## config.mk

```make
export PLATFORM = sky130hd
export DESIGN_NAME = uart_tx_arbiter_flat
export DESIGN_NICKNAME = d
export VERILOG_FILES = /design/src/rtl/uart_tx_arbiter_pkg.sv /design/src/rtl/uart_tx_arbiter_if.sv /design/src/rtl/uart_tx_arbiter_rr_pick.sv /design/src/rtl/uart_tx_arbiter.sv /design/src/flat_wrapper.sv
export SDC_FILE = /design/constraint.sdc
export NUM_CORES = 1
export LEC_CHECK = 0
export ABC_AREA = 1
export CORE_ASPECT_RATIO = 1.75
export CORE_MARGIN = 2
export CORE_UTILIZATION = 45
export CTS_BUF_LIST = sky130_fd_sc_hd__clkbuf_2
export CTS_CLUSTER_DIAMETER = 30
export CTS_CLUSTER_SIZE = 30
export DETAILED_ROUTE_END_ITERATION = 8
export PLACE_DENSITY = 0.9
export SETUP_SLACK_MARGIN = 0.3
export SYNTH_ARGS = -nofsm -noshare
export SYNTH_HDL_FRONTEND = slang
export SYNTH_HIERARCHICAL = 1
export SYNTH_SLANG_ARGS = --single-unit
```

## constraint.sdc

```tcl
create_clock -name clock -period 2.2 [get_ports clock]
set_input_delay 0.55 -clock clock [delete_from_list [all_inputs] [get_ports clock]]
set_output_delay 0.55 -clock clock [all_outputs]
set_load 0.02 [all_outputs]
```

## src/rtl/uart_tx_arbiter_pkg.sv

```systemverilog
// Shared types and constants for the UART transmit arbiter slice.
// Package uart_pkg: FSM state type, data width, default sizing and the
// round-robin pointer increment helper.
package uart_pkg;

  localparam int          DATA_W            = 8;
  localparam int          DEF_N_REQ         = 4;
  localparam logic [15:0] DEF_TIMEOUT_TICKS = 16'd200;

  typedef enum logic [2:0] {
    IDLE,
    LOAD,
    START,
    WAIT_DONE,
    ACK
  } state_t;

  // Next round-robin pointer after granting idx, wrapping at n-1 back to 0
  function automatic logic [2:0] rr_next(input logic [2:0] idx, input int n);
    if (int'(idx) >= n - 1) begin
      return 3'd0;
    end
    return idx + 3'd1;
  endfunction

endpackage

```

## src/rtl/uart_tx_arbiter_if.sv

```systemverilog
// Bundle of the requester and transmitter-side signals of the arbiter.
// The slave modport is the arbiter's view; master is the environment's view.
// Optional watchdog output timeout_err exists only with UART_TX_ARB_TIMEOUT_EN.
interface uart_tx_arbiter_if import uart_pkg::*; #(
  parameter int N_REQ = DEF_N_REQ
) ();

  logic [N_REQ-1:0]        req;
  logic [DATA_W*N_REQ-1:0] dato_req;
  logic [N_REQ-1:0]        ack;
  logic                    tick;
  logic                    tx_start;
  logic [DATA_W-1:0]       dato_tx;
  logic                    tx_done_tick;
  logic                    busy;
  logic [2:0]              grant_id;
`ifdef UART_TX_ARB_TIMEOUT_EN
  logic                    timeout_err;
`endif

  modport slave (
    input  req, dato_req, tick, tx_done_tick,
`ifdef UART_TX_ARB_TIMEOUT_EN
    output timeout_err,
`endif
    output ack, tx_start, dato_tx, busy, grant_id
  );

  modport master (
    output req, dato_req, tick, tx_done_tick,
`ifdef UART_TX_ARB_TIMEOUT_EN
    input  timeout_err,
`endif
    input  ack, tx_start, dato_tx, busy, grant_id
  );

endinterface

```

## src/rtl/uart_tx_arbiter_rr_pick.sv

```systemverilog
// Combinational round-robin picker: scans req starting at rr_ptr, wrapping
// from N_REQ-1 to 0, and returns the first requester found.
module uart_rr_pick import uart_pkg::*; #(
  parameter int N_REQ = DEF_N_REQ
) (
  input  logic [N_REQ-1:0] req,
  input  logic [2:0]       rr_ptr,
  output logic [2:0]       idx,
  output logic             valid
);

  // First set request at or after rr_ptr wins; later hits are ignored
  always_comb begin
    int c;
    idx   = 3'd0;
    valid = 1'b0;
    c     = 0;
    for (int k = 0; k < N_REQ; k++) begin
      c = int'(rr_ptr) + k;
      if (c >= N_REQ) begin
        c = c - N_REQ;
      end
      if (!valid && (1'(req >> c) == 1'b1)) begin
        valid = 1'b1;
        idx   = 3'(c);
      end
    end
  end

endmodule

```

## src/rtl/uart_tx_arbiter.sv

```systemverilog
// Round-robin arbiter sharing one UART transmitter among N_REQ requesters.
// Sequence per frame: IDLE -> LOAD -> START -> WAIT_DONE -> ACK -> IDLE.
// Optional watchdog selected by macro UART_TX_ARB_TIMEOUT_EN: WAIT_DONE gives
// up after TIMEOUT_TICKS baud ticks and flags timeout_err with the ack.
module uart_tx_arbiter import uart_pkg::*; #(
  parameter int          N_REQ         = DEF_N_REQ,
  parameter logic [15:0] TIMEOUT_TICKS = DEF_TIMEOUT_TICKS
) (
  input logic              clock,
  input logic              reset_n,
  uart_tx_arbiter_if.slave bus
);

  localparam logic [N_REQ-1:0] ACK_ONE = {{(N_REQ-1){1'b0}}, 1'b1};

  if (N_REQ < 2 || N_REQ > 8 || TIMEOUT_TICKS == 16'd0) begin : g_cfg_check
    $error("uart_tx_arbiter: N_REQ must be 2..8 and TIMEOUT_TICKS nonzero");
  end

  state_t            state;
  state_t            state_nx;
  logic [2:0]        rr_ptr;
  logic [2:0]        pend_idx;
  logic [2:0]        grant_q;
  logic [2:0]        pick_idx;
  logic              pick_valid;
  logic [DATA_W-1:0] dato_q;
  logic [DATA_W-1:0] sel_byte;
  logic              done_prev;
  logic              done_rise;

  uart_rr_pick #(.N_REQ(N_REQ)) u_pick (
    .req    (bus.req),
    .rr_ptr (rr_ptr),
    .idx    (pick_idx),
    .valid  (pick_valid)
  );

  // A done level already high when WAIT_DONE is entered is not a rise
  assign done_rise = bus.tx_done_tick & ~done_prev;
  assign sel_byte  = DATA_W'(bus.dato_req >> (DATA_W * int'(pend_idx)));

`ifdef UART_TX_ARB_TIMEOUT_EN
  logic [15:0] tick_cnt;
  logic        timeout_hit;
  logic        timed_out;

  assign timeout_hit = (state == WAIT_DONE) && bus.tick && !done_rise &&
                       (tick_cnt == TIMEOUT_TICKS - 16'd1);

  // Count baud ticks while waiting; remember whether ACK was reached by timeout
  always_ff @(posedge clock or negedge reset_n) begin
    if (!reset_n) begin
      tick_cnt  <= 16'd0;
      timed_out <= 1'b0;
    end else begin
      if (state != WAIT_DONE) begin
        tick_cnt <= 16'd0;
      end else if (bus.tick) begin
        tick_cnt <= tick_cnt + 16'd1;
      end
      timed_out <= timeout_hit;
    end
  end

  assign bus.timeout_err = (state == ACK) && timed_out;
`endif

  // State register
  always_ff @(posedge clock or negedge reset_n) begin
    if (!reset_n) begin
      state <= IDLE;
    end else begin
      state <= state_nx;
    end
  end

  // Next-state decode
  always_comb begin
    state_nx = state;
    case (state)
      IDLE:      if (pick_valid) state_nx = LOAD;
      LOAD:      state_nx = START;
      START:     if (bus.tick) state_nx = WAIT_DONE;
      WAIT_DONE: begin
        if (done_rise) begin
          state_nx = ACK;
        end
`ifdef UART_TX_ARB_TIMEOUT_EN
        else if (timeout_hit) begin
          state_nx = ACK;
        end
`endif
      end
      ACK:       state_nx = IDLE;
      default:   state_nx = IDLE;
    endcase
  end

  // Winner captured in IDLE, byte/grant latched and pointer advanced in LOAD
  always_ff @(posedge clock or negedge reset_n) begin
    if (!reset_n) begin
      rr_ptr    <= 3'd0;
      pend_idx  <= 3'd0;
      grant_q   <= 3'd0;
      dato_q    <= '0;
      done_prev <= 1'b0;
    end else begin
      done_prev <= bus.tx_done_tick;
      if (state == IDLE && pick_valid) begin
        pend_idx <= pick_idx;
      end
      if (state == LOAD) begin
        dato_q  <= sel_byte;
        grant_q <= pend_idx;
        rr_ptr  <= rr_next(pend_idx, N_REQ);
      end
    end
  end

  assign bus.tx_start = (state == START);
  assign bus.busy     = (state != IDLE);
  assign bus.ack      = (state == ACK) ? (ACK_ONE << grant_q) : '0;
  assign bus.dato_tx  = dato_q;
  assign bus.grant_id = grant_q;

endmodule

```

## src/flat_wrapper.sv

```systemverilog
// flat-port wrapper written by rule: the top's interface ports become plain ports
module uart_tx_arbiter_flat import uart_pkg::*;
#(
  parameter int          N_REQ         = DEF_N_REQ,
  parameter logic [15:0] TIMEOUT_TICKS = DEF_TIMEOUT_TICKS
)
  (clock, reset_n, bus_req, bus_dato_req, bus_tick, bus_tx_done_tick, bus_ack, bus_tx_start, bus_dato_tx, bus_busy, bus_grant_id);
  uart_tx_arbiter_if #(.N_REQ(N_REQ)) bus_i ();
  input logic clock;
  input logic reset_n;
  input wire logic [$bits(bus_i.req)-1:0] bus_req;
  input wire logic [$bits(bus_i.dato_req)-1:0] bus_dato_req;
  input wire logic [$bits(bus_i.tick)-1:0] bus_tick;
  input wire logic [$bits(bus_i.tx_done_tick)-1:0] bus_tx_done_tick;
  output wire logic [$bits(bus_i.ack)-1:0] bus_ack;
  output wire logic [$bits(bus_i.tx_start)-1:0] bus_tx_start;
  output wire logic [$bits(bus_i.dato_tx)-1:0] bus_dato_tx;
  output wire logic [$bits(bus_i.busy)-1:0] bus_busy;
  output wire logic [$bits(bus_i.grant_id)-1:0] bus_grant_id;
  assign bus_i.req = bus_req;
  assign bus_i.dato_req = bus_dato_req;
  assign bus_i.tick = bus_tick;
  assign bus_i.tx_done_tick = bus_tx_done_tick;
  assign bus_ack = bus_i.ack;
  assign bus_tx_start = bus_i.tx_start;
  assign bus_dato_tx = bus_i.dato_tx;
  assign bus_busy = bus_i.busy;
  assign bus_grant_id = bus_i.grant_id;
  uart_tx_arbiter #(.N_REQ(N_REQ), .TIMEOUT_TICKS(TIMEOUT_TICKS)) u_core (.clock(clock), .reset_n(reset_n), .bus(bus_i));
endmodule
```

# --- Yosys cells after proc, flatten, opt, wreduce, memory -nomap -nowiden ---
# Cells that the tools add are included.
totals:
  register_bits: 21
  latch_bits: 0
  mem_bits_rw: 0
  rom_bits: 0
  in_bits: 40
  out_inout_bits: 17
  elab_cells: 65
  memories: 0
op_classes:
  addsub: 8
  n_mul: 0
  div_mod_pow: 0
  magnitude_cmp: 5
  eq_ne: 7
  shift: 6
  mux: 21
  n_bitwise: 2
  n_reduce_logical: 10
op_table:
  columns: ["op", "count"]
  rows:
  - ["2-to-1 mux 32 bit", 4]
  - [">> shifter 4 x 32 -> 1 bit", 4]
  - [">> shifter 32 x 6 -> 8 bit", 1]
  - ["2-to-1 mux 3 bit", 9]
  - ["subtractor 4 x 3 -> 5 bit (second input constant)", 3]
  - [">= comparator 4 x 3 -> 1 bit (second input constant)", 3]
  - ["case mux 3 bit (4 select lines)", 1]
  - ["adder 3 x 2 -> 4 bit (second input constant)", 2]
  - ["== test 3 x 2 -> 1 bit (second input constant)", 2]
  - ["2-to-1 mux 1 bit", 6]
  - ["adder 3 x 1 -> 4 bit (second input constant)", 1]
  - ["logical AND 1 bit", 4]
  - ["2-to-1 mux 4 bit", 1]
  - ["inequality test 2 x 1 -> 1 bit (second input constant)", 2]
  - ["<< shifter 1 x 3 -> 4 bit (first input constant)", 1]
  - ["subtractor 3 x 3 -> 4 bit (second input constant)", 1]
  - ["adder 3 x 1 -> 3 bit (second input constant)", 1]
  - ["== test 3 x 1 -> 1 bit (second input constant)", 1]
  - ["== test 3 bit (second input constant)", 1]
  - [">= comparator 3 x 2 -> 1 bit (second input constant)", 1]
  - [">= comparator 3 bit (second input constant)", 1]
  - ["logical NOT 1 bit", 3]
  - ["logical NOT 3 bit", 1]
  - ["AND reduction 3 bit", 1]
  - ["other kinds (4)", 4]

# --- Logic depth before layout (Yosys ltp) ---
depth:
  depth_word: 15
  ltp_mapped: 13
  depth_no_buf: 12

# --- Modules after synthesis ---
# Netlist, hierarchy kept.
by_module_without_submodules:
  columns: ["mod", "n_inst", "cells_per_inst", "area_each_um2", "seq_area_each_um2"]
  rows:
  - ["uart_tx_arbiter", 1, 161, 1171.1, 525.5]
  - ["uart_rr_pick", 1, 58, 310.3, 0.0]

# --- Least setup slack after synthesis ---
# No wires, ideal clock.
synth_timing:
  path_type: "reg-to-output"
  startpoint: "register u_core.grant_q[1], in the netlist u_core/bus.grant_id[1]"
  endpoint: "output bus_ack[3]"
  t_arrival_ns: 1.296
  required_time_ns: 1.650
  slack_ns: 0.354
  stages_incl_launch_ff: 3
  n_path_buf: 0
  cell_sequence: "dfrtp_1 > inv_1 > nor4_1"
synth_via:
  elab_chain_cells: 2
synth_lines:
  columns: ["item", "line", "text"]
  rows:
  - ["from (decl)", "uart_tx_arbiter.sv:24", "logic [2:0] grant_q;"]
  - ["from (signal assigned)", "uart_tx_arbiter.sv:115", "grant_q <= pend_idx;"]
  - ["<< shifter 1 x 3 -> 4 bit", "uart_tx_arbiter.sv:123", "assign bus.ack = (state == ACK) ? (ACK_ONE << grant_q) : '0;"]
  - ["2-to-1 mux 4 bit", "uart_tx_arbiter.sv:123", null]
  - ["to (decl)", "flat_wrapper.sv:15", "output wire logic [$bits(bus_i.ack)-1:0] bus_ack;"]
# Every way passes these cells.

# --- Worst setup path in the final report ---
layout_timing:
  startpoint: "register u_core.state[2]"
  endpoint: "output bus_busy"
layout_via:
  elab_chain_cells: 1
layout_lines:
  columns: ["item", "line", "text"]
  rows:
  - ["from (decl)", "uart_tx_arbiter.sv:20", "state_t state;"]
  - ["from (signal assigned)", "uart_tx_arbiter.sv:74", "state <= state_nx;"]
  - ["nonzero test 3 bit", "uart_tx_arbiter.sv:122", "assign bus.busy = (state != IDLE);"]
  - ["to (decl)", "flat_wrapper.sv:18", "output wire logic [$bits(bus_i.busy)-1:0] bus_busy;"]
# Every way passes these cells.

==> metrics <==
outcome completed; Worst-path clk slew 200 ps; RSZ-0062 raised after global routing yes; Area Overhead vs Synth 45.9%; 1st-iter DRT viols 37; ratio of cells with drive above 1 in the final layout 0.165; Total GRT Usage 0.214; crit path max fanout 5; Critical Path Start Type register; synth warn 6; top cells by area, synth dfrtp_1, nand2_1, nand3_1, inv_1, nor2_1; Leak 1.18 nW; Layout Skew 17.3 ps; TritonRoute pass-1 iters 4; Worst Path Required 1650 ps; Synth top area share 0.355; CTS Buffer Depth 2; number of global-route vias before repair 1554; largest net degree at the start of global routing 22; Setup CP Type reg -> out; CTS tree done; # rows 27; chip width 47.4 um; final worst slack 289 ps; Netlist Area Pre-Place 1480 um^2; crit path DAT 1360 ps; die area 3780 um^2; Min-Delay Path Class reg -> reg; post-synthesis average cell area 6.76 um^2; grt total ovfl 0; htree depth 1; Tcrit/Tclk final 0.869; Core Area 3140 um^2; Place WS 156 ps; Final Instance Area 2160 um^2; antenna-violating nets left 0; DR vias 1568; Die H 79.9 um; Clock Latency Late Sink 330 ps; sequential area share after synthesis 0.355; initial antenna violation count 0; final setup TNS 0 ps; worst flop-to-flop path startpoint u_core/rr_ptr[0]; total power 2.61 mW; first-pass GRT wire length 6.09 mm; vias per cell 4.88; worst slew pin tran 556 ps; antenna diode count 0; CP Launch Point u_core/state[2]; HP Start u_core/bus.dato_tx[6]; Starting Density 0.472; Worst slew margin 0.629; final hold viol count 0; drt drc 0; drt total wl 3.70 mm; Syn Nets 262; NumNets Final 322; Crit. End Element output port; largest area contributor in the netlist dfrtp_1; clk sinks 21; final-report setup violation count 0; Slew Viols, Final 0; hold_buf cts 0; Final HPWL DP 2.88 mm; DR WL/cell 11.5 um; post-synthesis cell count 219; clock root buffer clkbuf_2; IO Pins 57; count of different cell masters after synthesis 27; PortBufs 56; cell area power density 1210 nW/um^2; maxcap violations 0; VDD IR max 0.598 mV; FILL cells 257; area of the multi-input gates 856 um^2; Max Fclk 0.523 GHz; FF+latch count, synth 21; Final GP Congestion 0.895; clock period minus worst slack 1910 ps; FF+latch area 529 um^2; cts bufs inserted 3; Cell Area, Placed 2070 um^2
-- registers in the layout, indices dropped and copies added (netlist names) --
signal / count
u_core/bus.dato_tx: 8
u_core/bus.grant_id: 3
u_core/pend_idx: 3
u_core/rr_ptr: 3
u_core/state: 3
u_core/done_prev: 1
-- final cells by class --
type,count,share of cell area
Inverter,22,0.0405
Sequential cell,21,0.245
Multi-Input combinational cell,168,0.396
Tap cell,43,0.0249
Clock buffer,4,0.00926
Timing Repair Buffer,63,0.284
-- worst max-delay path, cell delays in order (launching register included) --
cell	delay (ps)
dfrtp_2	490
nor2_1	170
nand2_1	60
dlygate4sd2_1	320
-- power by group --
part | switching, mW | leakage, nW | internal, mW
Combinational | 1.03 | 0.903 | 0.682
Clock | 0.114 | 0.0166 | 0.0481
Sequential | 0.199 | 0.258 | 0.537
-- per-stage QoR --
step	std cells	hold slack, ps	util
detailed placement	314	471	0.658
CTS	320	514	0.664
finish	321	504	0.688
global placement	314	461	0.658
floorplan	219	254	-
global route	321	534	0.688
-- cells in the mapped netlist (all sizes together) --
| master | instances |
|---|---|
| a21oi | 5 |
| dfrtp | 21 |
| o21ai | 7 |
| nand4 | 2 |
| buf | 8 |
| nor3 | 4 |
| nor4 | 2 |
| o21bai | 1 |
| nor2 | 17 |
| o21a | 1 |
| or2 | 1 |
| ha | 3 |
| nand2 | 83 |
| conb | 1 |
| nand3b | 1 |
| nand3 | 40 |
| inv | 22 |
-- kinds of logic (layout without fill, tap and decap cells) --
group,Yosys count,count (layout),share of synthesized area
buf+inv,30,89,0.0980
compound gates,14,14,0.0507
flops,21,21,0.355
other cells,1,1,0.00253
simple gates,150,150,0.469
fa+ha+maj,3,3,0.0253
-- per-layer routing --
metal,global-route usage,up-vias,part of all wire
met5,0,-,0
met4,0.0667,0,0.011
met3,0.0158,4,0.035
met2,0.407,47,0.58
met1,0.229,701,0.37
li1,-,816,-
-- path summary, 6_finish.rpt --
kind	end	depth (start not counted)	slack, ps
worst max register to register	u_core/pend_idx[0]	10	430
worst max-delay path	bus_busy	3	290
worst min register to register	u_core/bus.dato_tx[6]	2	500
worst min-delay path	u_core/bus.dato_tx[6]	2	500
max in group asynchronous	u_core/rr_ptr[1]	2	1430
min in group asynchronous	u_core/done_prev	2	520
-- placed cells by master (no fill, tap or decap), types with 2 or more instances in the layout --
master / n
buf_2: 2
inv_1: 15
dfrtp_2: 3
nor4_2: 2
o21ai_1: 3
nand3_1: 35
clkdlybuf4s50_1: 39
nand2_2: 5
dlygate4sd2_1: 3
nand3_2: 4
nand2_1: 77
a21oi_1: 5
dlymetal6s2s_1: 9
nor2_1: 12
nor2_2: 3
ha_1: 2
buf_4: 10
nand4_1: 2
clkbuf_2: 4
inv_2: 6
dfrtp_1: 18
o21ai_0: 4
nor3_1: 3
nor2_4: 2
-- timing repair --
item                       in CTS  in global routing
setup endpoints to repair       9                 21
setup buffers                   2                  1
resized for setup              28                 26
No activity file was read; power rests on OpenSTA's default activity.
